File: src/rtl/axil_master_bridge.sv
// rtl/axil_master_bridge.sv - single-outstanding AXI-lite master driven by a command/response stream
// Optional handshake watchdog: define AXIL_MASTER_TIMEOUT_EN.
module axil_master_bridge #(
  parameter int DATA_WIDTH     = 32,
  parameter int ADDR_WIDTH     = 12,
  parameter int TIMEOUT_CYCLES = 1024
) (
  input  logic                    axi_clock,
  input  logic                    rst,
  input  logic                    cmd_valid,
  output logic                    cmd_ready,
  input  logic                    cmd_we,
  input  logic [ADDR_WIDTH-1:0]   cmd_addr,
  input  logic [DATA_WIDTH-1:0]   cmd_wdata,
  input  logic [DATA_WIDTH/8-1:0] cmd_wstrb,
  output logic                    rsp_valid,
  input  logic                    rsp_ready,
  output logic [DATA_WIDTH-1:0]   rsp_rdata,
  output logic [1:0]              rsp_resp,
  output logic                    rsp_timeout,
  output logic [ADDR_WIDTH-1:0]   m_axil_awaddr,
  output logic [2:0]              m_axil_awprot,
  output logic                    m_axil_awvalid,
  input  logic                    m_axil_awready,
  output logic [DATA_WIDTH-1:0]   m_axil_wdata,
  output logic [DATA_WIDTH/8-1:0] m_axil_wstrb,
  output logic                    m_axil_wvalid,
  input  logic                    m_axil_wready,
  input  logic [1:0]              m_axil_bresp,
  input  logic                    m_axil_bvalid,
  output logic                    m_axil_bready,
  output logic [ADDR_WIDTH-1:0]   m_axil_araddr,
  output logic [2:0]              m_axil_arprot,
  output logic                    m_axil_arvalid,
  input  logic                    m_axil_arready,
  input  logic [DATA_WIDTH-1:0]   m_axil_rdata,
  input  logic [1:0]              m_axil_rresp,
  input  logic                    m_axil_rvalid,
  output logic                    m_axil_rready
);

  typedef enum logic [2:0] {IDLE, WR_REQ, WR_RESP, RD_ADDR, RD_DATA, RSP} state_t;

  state_t                  state, state_n;
  logic [ADDR_WIDTH-1:0]   addr_q, addr_n;
  logic [DATA_WIDTH-1:0]   wdata_q, wdata_n;
  logic [DATA_WIDTH/8-1:0] wstrb_q, wstrb_n;
  logic                    awvalid_q, awvalid_n;
  logic                    wvalid_q, wvalid_n;
  logic                    bready_q, bready_n;
  logic                    arvalid_q, arvalid_n;
  logic                    rready_q, rready_n;
  logic                    cmd_ready_q, cmd_ready_n;
  logic                    rsp_valid_q, rsp_valid_n;
  logic [DATA_WIDTH-1:0]   rdata_q, rdata_n;
  logic [1:0]              resp_q, resp_n;
  logic                    timeout_q, timeout_n;
  logic                    aw_done, w_done;

  // A channel counts as done once its valid has dropped or is handshaking now.
  assign aw_done = !awvalid_q || m_axil_awready;
  assign w_done  = !wvalid_q || m_axil_wready;

`ifdef AXIL_MASTER_TIMEOUT_EN
  localparam int CW = $clog2(TIMEOUT_CYCLES + 1);
  logic [CW-1:0] wd_cnt, wd_cnt_n;
  logic          busy;

  assign busy = (state == WR_REQ) || (state == WR_RESP) ||
                (state == RD_ADDR) || (state == RD_DATA);

  always_ff @(posedge axi_clock) begin
    if (rst) wd_cnt <= '0;
    else     wd_cnt <= wd_cnt_n;
  end
`else
  logic unused_timeout_cfg;
  assign unused_timeout_cfg = (TIMEOUT_CYCLES > 0);
`endif

  always_ff @(posedge axi_clock) begin
    if (rst) begin
      state       <= IDLE;
      addr_q      <= '0;
      wdata_q     <= '0;
      wstrb_q     <= '0;
      awvalid_q   <= 1'b0;
      wvalid_q    <= 1'b0;
      bready_q    <= 1'b0;
      arvalid_q   <= 1'b0;
      rready_q    <= 1'b0;
      cmd_ready_q <= 1'b1;
      rsp_valid_q <= 1'b0;
      rdata_q     <= '0;
      resp_q      <= 2'b00;
      timeout_q   <= 1'b0;
    end else begin
      state       <= state_n;
      addr_q      <= addr_n;
      wdata_q     <= wdata_n;
      wstrb_q     <= wstrb_n;
      awvalid_q   <= awvalid_n;
      wvalid_q    <= wvalid_n;
      bready_q    <= bready_n;
      arvalid_q   <= arvalid_n;
      rready_q    <= rready_n;
      cmd_ready_q <= cmd_ready_n;
      rsp_valid_q <= rsp_valid_n;
      rdata_q     <= rdata_n;
      resp_q      <= resp_n;
      timeout_q   <= timeout_n;
    end
  end

  always_comb begin
    state_n     = state;
    addr_n      = addr_q;
    wdata_n     = wdata_q;
    wstrb_n     = wstrb_q;
    awvalid_n   = awvalid_q;
    wvalid_n    = wvalid_q;
    bready_n    = bready_q;
    arvalid_n   = arvalid_q;
    rready_n    = rready_q;
    cmd_ready_n = cmd_ready_q;
    rsp_valid_n = rsp_valid_q;
    rdata_n     = rdata_q;
    resp_n      = resp_q;
    timeout_n   = timeout_q;
    case (state)
      IDLE: begin
        if (cmd_valid && cmd_ready_q) begin
          addr_n      = cmd_addr;
          wdata_n     = cmd_wdata;
          wstrb_n     = cmd_wstrb;
          cmd_ready_n = 1'b0;
          timeout_n   = 1'b0;
          if (cmd_we) begin
            awvalid_n = 1'b1;
            wvalid_n  = 1'b1;
            state_n   = WR_REQ;
          end else begin
            arvalid_n = 1'b1;
            state_n   = RD_ADDR;
          end
        end
      end
      WR_REQ: begin
        if (awvalid_q && m_axil_awready) awvalid_n = 1'b0;
        if (wvalid_q && m_axil_wready)   wvalid_n  = 1'b0;
        if (aw_done && w_done) begin
          bready_n = 1'b1;
          state_n  = WR_RESP;
        end
      end
      WR_RESP: begin
        if (m_axil_bvalid) begin
          resp_n      = m_axil_bresp;
          rdata_n     = '0;
          bready_n    = 1'b0;
          rsp_valid_n = 1'b1;
          state_n     = RSP;
        end
      end
      RD_ADDR: begin
        if (m_axil_arready) begin
          arvalid_n = 1'b0;
          rready_n  = 1'b1;
          state_n   = RD_DATA;
        end
      end
      RD_DATA: begin
        if (m_axil_rvalid) begin
          rdata_n     = m_axil_rdata;
          resp_n      = m_axil_rresp;
          rready_n    = 1'b0;
          rsp_valid_n = 1'b1;
          state_n     = RSP;
        end
      end
      RSP: begin
        // A command presented in this cycle waits: cmd_ready is still low.
        if (rsp_ready) begin
          rsp_valid_n = 1'b0;
          cmd_ready_n = 1'b1;
          state_n     = IDLE;
        end
      end
      default: state_n = IDLE;
    endcase

`ifdef AXIL_MASTER_TIMEOUT_EN
    wd_cnt_n = '0;
    if (busy && state_n == state) wd_cnt_n = wd_cnt + 1'b1;
    if (busy && wd_cnt == CW'(TIMEOUT_CYCLES - 1)) begin
      awvalid_n   = 1'b0;
      wvalid_n    = 1'b0;
      bready_n    = 1'b0;
      arvalid_n   = 1'b0;
      rready_n    = 1'b0;
      rsp_valid_n = 1'b1;
      rdata_n     = '0;
      resp_n      = 2'b10;
      timeout_n   = 1'b1;
      wd_cnt_n    = '0;
      state_n     = RSP;
    end
`endif
  end

  assign cmd_ready      = cmd_ready_q;
  assign rsp_valid      = rsp_valid_q;
  assign rsp_rdata      = rdata_q;
  assign rsp_resp       = resp_q;
  assign rsp_timeout    = timeout_q;
  assign m_axil_awaddr  = addr_q;
  assign m_axil_awprot  = 3'b000;
  assign m_axil_awvalid = awvalid_q;
  assign m_axil_wdata   = wdata_q;
  assign m_axil_wstrb   = wstrb_q;
  assign m_axil_wvalid  = wvalid_q;
  assign m_axil_bready  = bready_q;
  assign m_axil_araddr  = addr_q;
  assign m_axil_arprot  = 3'b000;
  assign m_axil_arvalid = arvalid_q;
  assign m_axil_rready  = rready_q;

endmodule

File: config.mk
export PLATFORM = sky130hd
export DESIGN_NAME = axil_master_bridge
export DESIGN_NICKNAME = d
export VERILOG_FILES = /design/src/rtl/axil_master_bridge.sv
export SDC_FILE = /design/constraint.sdc
export NUM_CORES = 1
export LEC_CHECK = 0
export BUFFER_PORTS_ARGS = -buffer_cell sky130_fd_sc_hd__buf_4
export CAP_MARGIN = 20
export CORE_ASPECT_RATIO = 1.75
export CORE_MARGIN = 4
export CORE_UTILIZATION = 44
export CTS_BUF_LIST = sky130_fd_sc_hd__clkbuf_16
export DETAILED_ROUTE_END_ITERATION = 6
export HOLD_SLACK_MARGIN = 0.03
export PLACE_DENSITY = 0.77
export SLEW_MARGIN = 20
export SYNTH_ARGS = -nofsm -noshare
export SYNTH_HDL_FRONTEND = slang
export SYNTH_SLANG_ARGS = --single-unit
File: constraint.sdc
create_clock -name axi_clock -period 1.9 [get_ports axi_clock]
set_input_delay 0.285 -clock axi_clock [delete_from_list [all_inputs] [get_ports axi_clock]]
set_output_delay 0.285 -clock axi_clock [all_outputs]
set_load 0.005 [all_outputs]
Word-level counts from Yosys, hierarchy flattened. Cells that the tools add are included.

Flip-flop bits (word level): 92. Logic and storage cells: 91.

Reductions and logical operators: 26. Multiplexer cells: 37. Equality and inequality tests: 15.

Operator list (count): $mux W32 (2); $pmux W32 S2 (1); $ne A2 B2 Y1 const B (10); $mux W3 (6); $pmux W3 S6 (1); $mux W1 (16); $reduce_and A4 Y1 (4); $pmux W1 S2 (6); $reduce_and A3 Y1 (4); $reduce_bool A2 Y1 (6); $eq A3 B2 Y1 const B (2); $eq A3 B3 Y1 const B (2); $mux W2 (3); $reduce_and A6 Y1 (1); $logic_and A1 B1 Y1 (4); $pmux W2 S2 (1); $eq A3 B1 Y1 const B (1); $logic_not A3 Y1 (1); $pmux W1 S3 (1); $reduce_bool A3 Y1 (1); $logic_not A1 Y1 (2); $logic_or A1 B1 Y1 (2); $reduce_and A2 Y1 (1).

Logic depth before layout (Yosys ltp). Gate-level depths: netlist of the first run.

Word-level depth: 5. Mapped depth: 8. Mapped depth without buffers: 4.

Worst setup path after synthesis of the first run. No wires, ideal clock.

Kind: register -> register. From: reg state[1]. To: reg state[1]. Slack: 0.438 ns. Cell stages (with the launch flop): 6. Buffers on the path: 1. Required time: 1.779 ns. Arrival time: 1.341 ns. Cells stage by stage: dfxtp_1 > buf_4 > a211o_1 > a21oi_1 > nand4b_1 > mux2_2.

Cells in the longest elaborated chain, start to end: 3. Elaborated cells between the ends (all ways): 14. Classes of those cells: 11 x eq/ne; 1 x mux; 2 x reduce/logical.

Ends and longest elaborated chain: from (decl) (line 44) `state_t state, state_n;`; from (signal assigned) (line 98) `state <= state_n;`; $eq A3 B1 Y1 (tied with other cells) (line 130) `case (state)`; $ne A2 B2 Y1 (no source line); $reduce_and A6 Y1 (no source line).

Several ways; a longest one is shown, not always the timed one. A chain may end at the register's enable or synchronous reset.

Worst setup path in the final report of the first run.
From: reg state[0]. To: reg state[1].

Same word-level chain as after synthesis.

==> results of run 1 <==
flip-flops by register name (all words and copies together), names as in the netlist, 2 cells and up:
| register | flops |
|---|---|
| m_axil_wdata | 32 |
| m_axil_araddr | 12 |
| state | 3 |
| rsp_resp | 2 |
| m_axil_wstrb | 4 |
| rsp_rdata | 32 |
metal layers:
metal  part of all wire (%)  GRT usage, %  vias to the layer above
met4                    2.0          8.28                        0
li1                       -             -                     1781
met2                     51          35.2                      167
met3                    9.4          6.72                       16
met1                     37          22.0                     1643
met5                      0             0                        -
worst max-delay path, delay by kind of cell (launching register included):
kind            cells  cell delay [ns]
compound gates      1             0.53
buf+inv             2             0.30
flops               1             0.58
mux                 1             0.25
per-stage QoR:
stage	std cells	utilization (%)	hold slack (ns)	setup WS [ns]	power, mW
finish	707	66.3	0.198	0.194	5.95
global route	707	66.3	0.191	0.0626	6.31
CTS	707	66.3	0.187	0.191	6.02
detailed placement	691	63.0	0.447	0.197	4.42
global placement	691	63.0	0.443	0.294	4.36
floorplan	453	-	0.421	0.438	3.62
synthesized netlist by cell type (2+ instances only):
cell type,count
sky130_fd_sc_hd__nand2_1,102
sky130_fd_sc_hd__dfxtp_1,92
sky130_fd_sc_hd__a21oi_1,87
sky130_fd_sc_hd__nand2b_1,34
sky130_fd_sc_hd__nand3_1,34
sky130_fd_sc_hd__buf_4,24
sky130_fd_sc_hd__clkbuf_1,17
sky130_fd_sc_hd__buf_2,9
sky130_fd_sc_hd__nor2_1,7
sky130_fd_sc_hd__nor2b_1,5
sky130_fd_sc_hd__nand3b_1,4
sky130_fd_sc_hd__buf_6,3
sky130_fd_sc_hd__inv_1,3
sky130_fd_sc_hd__mux2i_1,3
sky130_fd_sc_hd__o21ai_0,3
sky130_fd_sc_hd__a211o_1,2
sky130_fd_sc_hd__a211oi_1,2
final cells by class:
type | count | area (sq um) | area share, %
Clock buffer | 9 | 225 | 4.24
Inverter | 3 | 11.3 | 0.212
Multi-Input combinational cell | 305 | 1530 | 28.7
Timing Repair Buffer | 201 | 1560 | 29.3
Clock inverter | 7 | 42.5 | 0.800
Tap cell | 90 | 113 | 2.12
Sequential cell | 92 | 1840 | 34.6
power by group through the flow:
stage	clock [mW]	sequential, mW	combinational [mW]
5_1_grt	1.72	2.50	2.09
4_1_cts	1.65	2.45	1.93
3_5_place_dp	0	2.49	1.93
3_3_place_gp	0	2.48	1.88
2_1_floorplan	0	2.43	1.18
6_report	1.60	2.45	1.90
cells by family after synthesis:
| logic type | synth area share, % |
|---|---|
| AO/OA/AOI/OAI | 14.5 |
| other | 0.102 |
| flip-flops | 50.2 |
| multiplexers | 1.12 |
| AND/OR/NAND/NOR | 25.1 |
| buffers and inverters | 9.10 |
path summary, 6_finish.rpt:
check	slack, ns	end	start
hold reg to reg	0.45	m_axil_wdata[1]$_SDFFE_PP0P_	m_axil_wdata[1]$_SDFFE_PP0P_
setup / recovery	0.19	state[1]$_SDFFE_PP0P_	state[0]$_SDFFE_PP0P_
setup reg to reg	0.19	state[1]$_SDFFE_PP0P_	state[0]$_SDFFE_PP0P_
hold / removal	0.20	m_axil_araddr[10]$_SDFFE_PP0P_	cmd_addr[10]
==> results.rst, run 1 <==
.. list-table::
   :header-rows: 1

   * - Metric
     - Value
   * - Crit Path Class
     - reg2reg
   * - Final cell area excluding filler cells
     - around 5300 sq um
   * - Synth area leaders
     - sky130_fd_sc_hd__dfxtp_1 50%, sky130_fd_sc_hd__a21oi_1 12%, sky130_fd_sc_hd__nand2_1 10%
   * - Number of global-route vias before repair
     - 3,393
   * - Net Sw Power
     - between 1.5 and 2 mW
   * - GRT Overall Usage
     - about a fifth
   * - Worst Hold Depth
     - 3
   * - Initial antenna violation count
     - 0
   * - Cell taking the most area after synthesis
     - sky130_fd_sc_hd__dfxtp_1
   * - Worst ir drop on vdd
     - approximately 730 uV
   * - Ratio of routed vias to standard cells
     - 5.10
   * - Total power per unit cell area
     - 1120 nW/um^2
   * - Clock slew at reported path FFs
     - 0.06 ns
   * - P&R area growth vs syn
     - 44.9%
   * - Sequential group share of total power
     - ~40%
   * - Initial detailed-routing violation count
     - ~180
   * - Number of setup buffers added after CTS
     - 0
   * - DRT Pass-1 Iters
     - 4
   * - Clock buffer count from CTS
     - 9
   * - Port Buffers
     - 194
   * - # resized after CTS
     - 0
   * - Transition time at the pin with the least slew margin
     - around 0.56 ns
   * - Clock tree from TritonCTS
     - done
   * - Most common cell after layout, fill and taps aside
     - sky130_fd_sc_hd__buf_4
   * - DIE WIDTH
     - 77.0 um
   * - # IOs
     - just over 200
   * - CP max stage delay
     - a little under 0.6 ns
   * - Standard cell core area
     - between 8000 and 9000 sq um
   * - Clock tree root driver cell
     - sky130_fd_sc_hd__clkbuf_16
   * - Share of async-settable or async-resettable flops after synthesis
     - 0%
   * - Type of the tightest min-delay check
     - in2reg
   * - Count of hold-fix buffers inserted at cts
     - 0
   * - Crit. End Element
     - flip-flop
   * - Post-detailed-route DRC marker count
     - 0
   * - Status
     - complete, no violations
   * - Sw Ratio
     - about a third
   * - Data required time of the worst path
     - 2.18 ns
   * - Count of nets left with antenna violations after detail routing
     - 0
   * - Sinks on Clock Net
     - 92
   * - Unrepaired setup endpoints after global routing
     - false
   * - Worst-path fanout max
     - 10
   * - Sum Neg Setup Slack
     - 0 ns
   * - Combinational cell fraction of total power
     - a little under a third
   * - Final clock period utilization by the worst path
     - between 80% and 90%
   * - Total of flip-flops plus latches after synthesis
     - approximately 90
   * - Pin count of the biggest net entering global routing
     - 70
   * - Final critical path time including I/O delays and setup
     - roughly 1.7 ns
   * - Fraction of layout cells with a size suffix above 1
     - a little over a third
   * - Maximum clock insertion buffer count
     - 2
   * - Crit path cell chain
     - buf_4, inv_1, a2111oi_0, mux2_2
   * - Total inserted antenna cells
     - 0
   * - Row count
     - between 40 and 50
   * - Master of the slowest instance on the critical path
     - sky130_fd_sc_hd__dfxtp_1
   * - Fill cell instance count of the final layout
     - roughly 700
   * - H-tree Lvls
     - 3
   * - EDFF count, synth
     - 0
   * - Total standard cell area after synthesis
     - around 3700 sq um
   * - Total Wirelength
     - 10.1 mm
   * - Worst clock skew
     - a little over 0.008 ns
   * - Max_cap viols
     - 0
   * - Number of max-slew violations in the final report
     - 0
   * - Die area
     - 9930 sq um
   * - Instance count of the mapped netlist
     - around 450
   * - Number of distinct standard cells referenced by the synthesized netlist
     - 33
   * - Number of hold violations in the final report
     - 0
   * - Synthesis warning total
     - 0
   * - WL/cell
     - about 14 um
   * - Die height
     - around 130 um
   * - Placed cell areas
     - approximately 5000 sq um
   * - Global route overflow
     - 0
   * - Worst-Skew Late Latency
     - ~0.33 ns
   * - Post-DP HPWL
     - around 7.6 mm
   * - Leak pwr
     - ~2.3 nW
   * - Count of final setup violators
     - 0
   * - F_max
     - roughly 0.6 GHz
   * - Part of the power in the clock network
     - between 20% and 30%
   * - Share of the synthesized area in the top cell type
     - roughly 50%
   * - Final layout net count
     - ~710
   * - Global-route wire length before repair
     - around 16 mm
   * - Worst slew margin relative to its limit
     - roughly three fifths
   * - Overall via count from detail_route
     - between 3,000 and 4,000
   * - Avg Cell Area, Syn
     - about 8.2 sq um
   * - Data arrival, critical path
     - 1.98 ns
   * - Commonest register cell after synthesis
     - sky130_fd_sc_hd__dfxtp_1
   * - Int Power
     - about 4 mW
   * - Initial core utilization
     - approximately 46%
   * - Routability-driven placement congestion ratio
     - just under 0.9
   * - Commonest cells after routing, fill and taps aside
     - 197 x sky130_fd_sc_hd__buf_4, 102 x sky130_fd_sc_hd__nand2_1, 92 x sky130_fd_sc_hd__dfxtp_1
   * - Seq/Total Area, Yosys
     - about 50%
   * - Cell count of the worst reg-to-reg path
     - 4
   * - Crit start category
     - flip-flop
Power figures use the tool's default switching activity.
==> inputs of run 2 (changes only) <==
--- a/config.mk
+++ b/config.mk
@@ -9,11 +9,12 @@
 export CAP_MARGIN = 20
 export CORE_ASPECT_RATIO = 1.75
 export CORE_MARGIN = 4
-export CORE_UTILIZATION = 44
+export CORE_UTILIZATION = 40
 export CTS_BUF_LIST = sky130_fd_sc_hd__clkbuf_16
 export DETAILED_ROUTE_END_ITERATION = 6
 export HOLD_SLACK_MARGIN = 0.03
-export PLACE_DENSITY = 0.77
+export PLACE_DENSITY = 0.74
+export SETUP_SLACK_MARGIN = 0.02
 export SLEW_MARGIN = 20
 export SYNTH_ARGS = -nofsm -noshare
 export SYNTH_HDL_FRONTEND = slang
==> constraint.sdc (replaced) <==
create_clock -name axi_clock -period 1.42 [get_ports axi_clock]
set_input_delay 0.213 -clock axi_clock [delete_from_list [all_inputs] [get_ports axi_clock]]
set_output_delay 0.213 -clock axi_clock [all_outputs]
set_load 0.005 [all_outputs]
==> results.rst, run 2 (same netlist as run 1, synthesis figures left out) <==
.. list-table::
   :header-rows: 1

   * - Metric
     - Value
   * - Number of instances in the placed design
     - 728 (+5.4%)
   * - Number of max-slew violations in the final report
     - 0 (unchanged)
   * - Fill cell instance count of the final layout
     - 751 (+9.6%)
   * - Clock slew at reported path FFs
     - 0.07 ns (about the same)
   * - GRT Overall Usage
     - 18.4% (-1.6 points)
   * - Post-DP HPWL
     - 7.55 mm (-0.49%)
   * - Final critical path time including I/O delays and setup
     - 1.42 ns (-0.288 ns)
   * - Count of final setup violators
     - 0 (unchanged)
   * - DRT Pass-1 Iters
     - 4 (unchanged)
   * - Fraction of layout cells with a size suffix above 1
     - 40.9% (+5.4 points)
   * - Row count
     - 46 (+7.0%)
   * - Status
     - complete, no violations
   * - Overall via count from detail_route
     - 3,732 (+3.5%)
   * - Final cell area excluding filler cells
     - 5790 sq um (+8.8%)
   * - Worst ir drop on vdd
     - 904 uV (+24%)
   * - DIE WIDTH
     - 80.4 um (+4.4%)
   * - Post-route insts no fill
     - 758 (+7.2%)
   * - Number of hold violations in the final report
     - 0 (unchanged)
   * - Sinks on Clock Net
     - 92 (unchanged)
   * - Port Buffers
     - 194 (unchanged)
   * - Initial antenna violation count
     - 0 (unchanged)
   * - Combinational cell fraction of total power
     - 37.3% (+5.4 points)
   * - Net Sw Power
     - 2.80 mW (+47%)
   * - Routability-driven placement congestion ratio
     - 0.822 (-5.6%)
   * - H-tree Lvls
     - 3 (unchanged)
   * - Leak pwr
     - 2.49 nW (+8.3%)
   * - Worst-path fanout max
     - 14 (+4)
   * - Crit start category
     - flip-flop
   * - Maximum clock insertion buffer count
     - 2 (unchanged)
   * - Initial detailed-routing violation count
     - 164 (-10%)
   * - WL met2
     - 6.26 mm (+20%)
   * - Data arrival, critical path
     - 1.63 ns (-0.35 ns)
   * - Type of the tightest min-delay check
     - in2reg
   * - F_max
     - 0.705 GHz (+20%)
   * - Most common cell after layout, fill and taps aside
     - sky130_fd_sc_hd__buf_4
   * - Max_cap viols
     - 0 (unchanged)
   * - Sequential group share of total power
     - 36.5% (-4.7 points)
   * - Clock tree from TritonCTS
     - done
   * - Post-detailed-route DRC marker count
     - 0 (unchanged)
   * - Total Wirelength
     - 11.5 mm (+13%)
   * - Global-route wire length before repair
     - 15.6 mm (-2.5%)
   * - Worst-Skew Late Latency
     - 0.34 ns (about the same)
   * - Flip-flop and latch area
     - 1860 sq um (+0.95%)
   * - Final clock period utilization by the worst path
     - 99.9% (+10 points)
   * - Int Power
     - 6.13 mW (+51%)
   * - Standard cell core area
     - 9040 sq um (+13%)
   * - Commonest cells after routing, fill and taps aside
     - 204 x sky130_fd_sc_hd__buf_4, 102 x sky130_fd_sc_hd__nand2_1, 86 x sky130_fd_sc_hd__dfxtp_1
   * - Die height
     - 135 um (+4.6%)
   * - Worst-case register-to-register setup slack
     - 0.002 ns (-0.19 ns)
   * - Die area
     - 10,800 sq um (+9.2%)
   * - Unrepaired setup endpoints after global routing
     - true
   * - Part of the power in the clock network
     - 26.2% (-0.7 points)
   * - Pin count of the biggest net entering global routing
     - 86 (+23%)
   * - Count of hold-fix buffers inserted at cts
     - 0 (unchanged)
   * - Post-route met1 wirelength
     - 3.88 mm (+2.9%)
   * - WL/cell
     - 15.1 um (+5.3%)
   * - Number of global-route vias before repair
     - 3,392 (-0.029%)
   * - Clock tree root driver cell
     - sky130_fd_sc_hd__clkbuf_16
   * - Multi-input gate area
     - 1610 sq um (+5.3%)
   * - Initial core utilization
     - 40.6% (-5.2 points)
   * - Ratio of routed vias to standard cells
     - 4.92 (-3.5%)
   * - Clock buffer count from CTS
     - 9 (unchanged)
   * - Crit. End Element
     - flip-flop
   * - Worst slack at placement
     - -0.000861 ns (-0.197 ns)
   * - Highest signal layer in the routed design
     - met4
   * - Worst clock skew
     - 0.00584 ns (-0.00242 ns)
   * - Detail Route met3 WL
     - 982 um (+3.0%)
   * - Sw Ratio
     - 31.4% (-0.56 points)
   * - P&R area growth vs syn
     - 57.6%
   * - Data required time of the worst path
     - 1.63 ns (-0.55 ns)
   * - Total inserted antenna cells
     - 0 (unchanged)
   * - Total power per unit cell area
     - 1540 nW/um^2 (+38%)
   * - # IOs
     - 202 (unchanged)
   * - Final layout net count
     - 727 (+3.0%)
   * - Least setup slack across all paths after layout
     - 0.00166 ns (-0.192 ns)
   * - Placed cell areas
     - 5170 sq um (+2.4%)
   * - Crit Path Class
     - reg2reg
   * - Global route overflow
     - 0 (unchanged)
   * - Count of nets left with antenna violations after detail routing
     - 0 (unchanged)
## run 2: per-stage QoR
step	total power, mW	setup TNS [ns]	hold WS [ns]	util (%)
finish	8.93	0	0.119	64.0
global route	9.44	-1.07	0.108	64.0
CTS	8.53	0	0.108	60.8
detailed placement	6.11	-0.000861	0.447	57.2
global placement	6.04	0	0.443	57.2
floorplan	4.87	0	0.349	-
## run 2: final timing paths
| path | from | endpoint | cells past startpoint |
|---|---|---|---|
| min | cmd_wdata[11] | m_axil_wdata[11]$_SDFFE_PP0P_ | 3 |
| max reg2reg | state[2]$_SDFFE_PP0P_ | rsp_rdata[26]$_SDFFE_PP0P_ | 6 |
| min reg2reg | m_axil_wdata[11]$_SDFFE_PP0P_ | m_axil_wdata[11]$_SDFFE_PP0P_ | 2 |
| max | state[2]$_SDFFE_PP0P_ | rsp_rdata[26]$_SDFFE_PP0P_ | 6 |
## run 2: repair_timing
item | CTS | global route
cloned | 0 | 7
endpoints found under the setup margin | 25 | 81
buffers inserted | 2 | 5
resized for setup | 6 | 25
hold endpoints to repair | 0 | 0
pin swaps | 4 | 33
## run 2: area by class of cell
cell class              instances  area share, %
repair buffers                222           32.3
flip-flops and latches         92           32.1
multi-input cells             305           27.7
clock buffers                   9           3.89
well taps                     120           2.59
clock inverters                 7           1.19
inverters                       3          0.195
## run 2: power by group through the flow
stage                     Clock [mW]  Sequential [mW]  Combinational [mW]
after global placement             0             3.27                2.77
after CTS                       2.40             3.24                2.88
final                           2.34             3.26                3.33
after global routing            2.51             3.32                3.61
after floorplan                    0             3.26                1.61
after detailed placement           0             3.29                2.83
## run 2: critical path: stages, from the launching register on
cell                        delay (ns)
sky130_fd_sc_hd__dfxtp_4          0.37
sky130_fd_sc_hd__nand3b_1         0.23
sky130_fd_sc_hd__a21oi_4          0.20
sky130_fd_sc_hd__buf_12           0.14
sky130_fd_sc_hd__clkbuf_16        0.16
sky130_fd_sc_hd__nand2b_1         0.11
sky130_fd_sc_hd__a21oi_1          0.07
## run 2: layer usage
layer | global-route usage (%) | vias up
met5 | 0 | -
met4 | 9.68 | 0
met3 | 6.88 | 23
met2 | 32.1 | 154
met1 | 18.5 | 1730
li1 | - | 1825
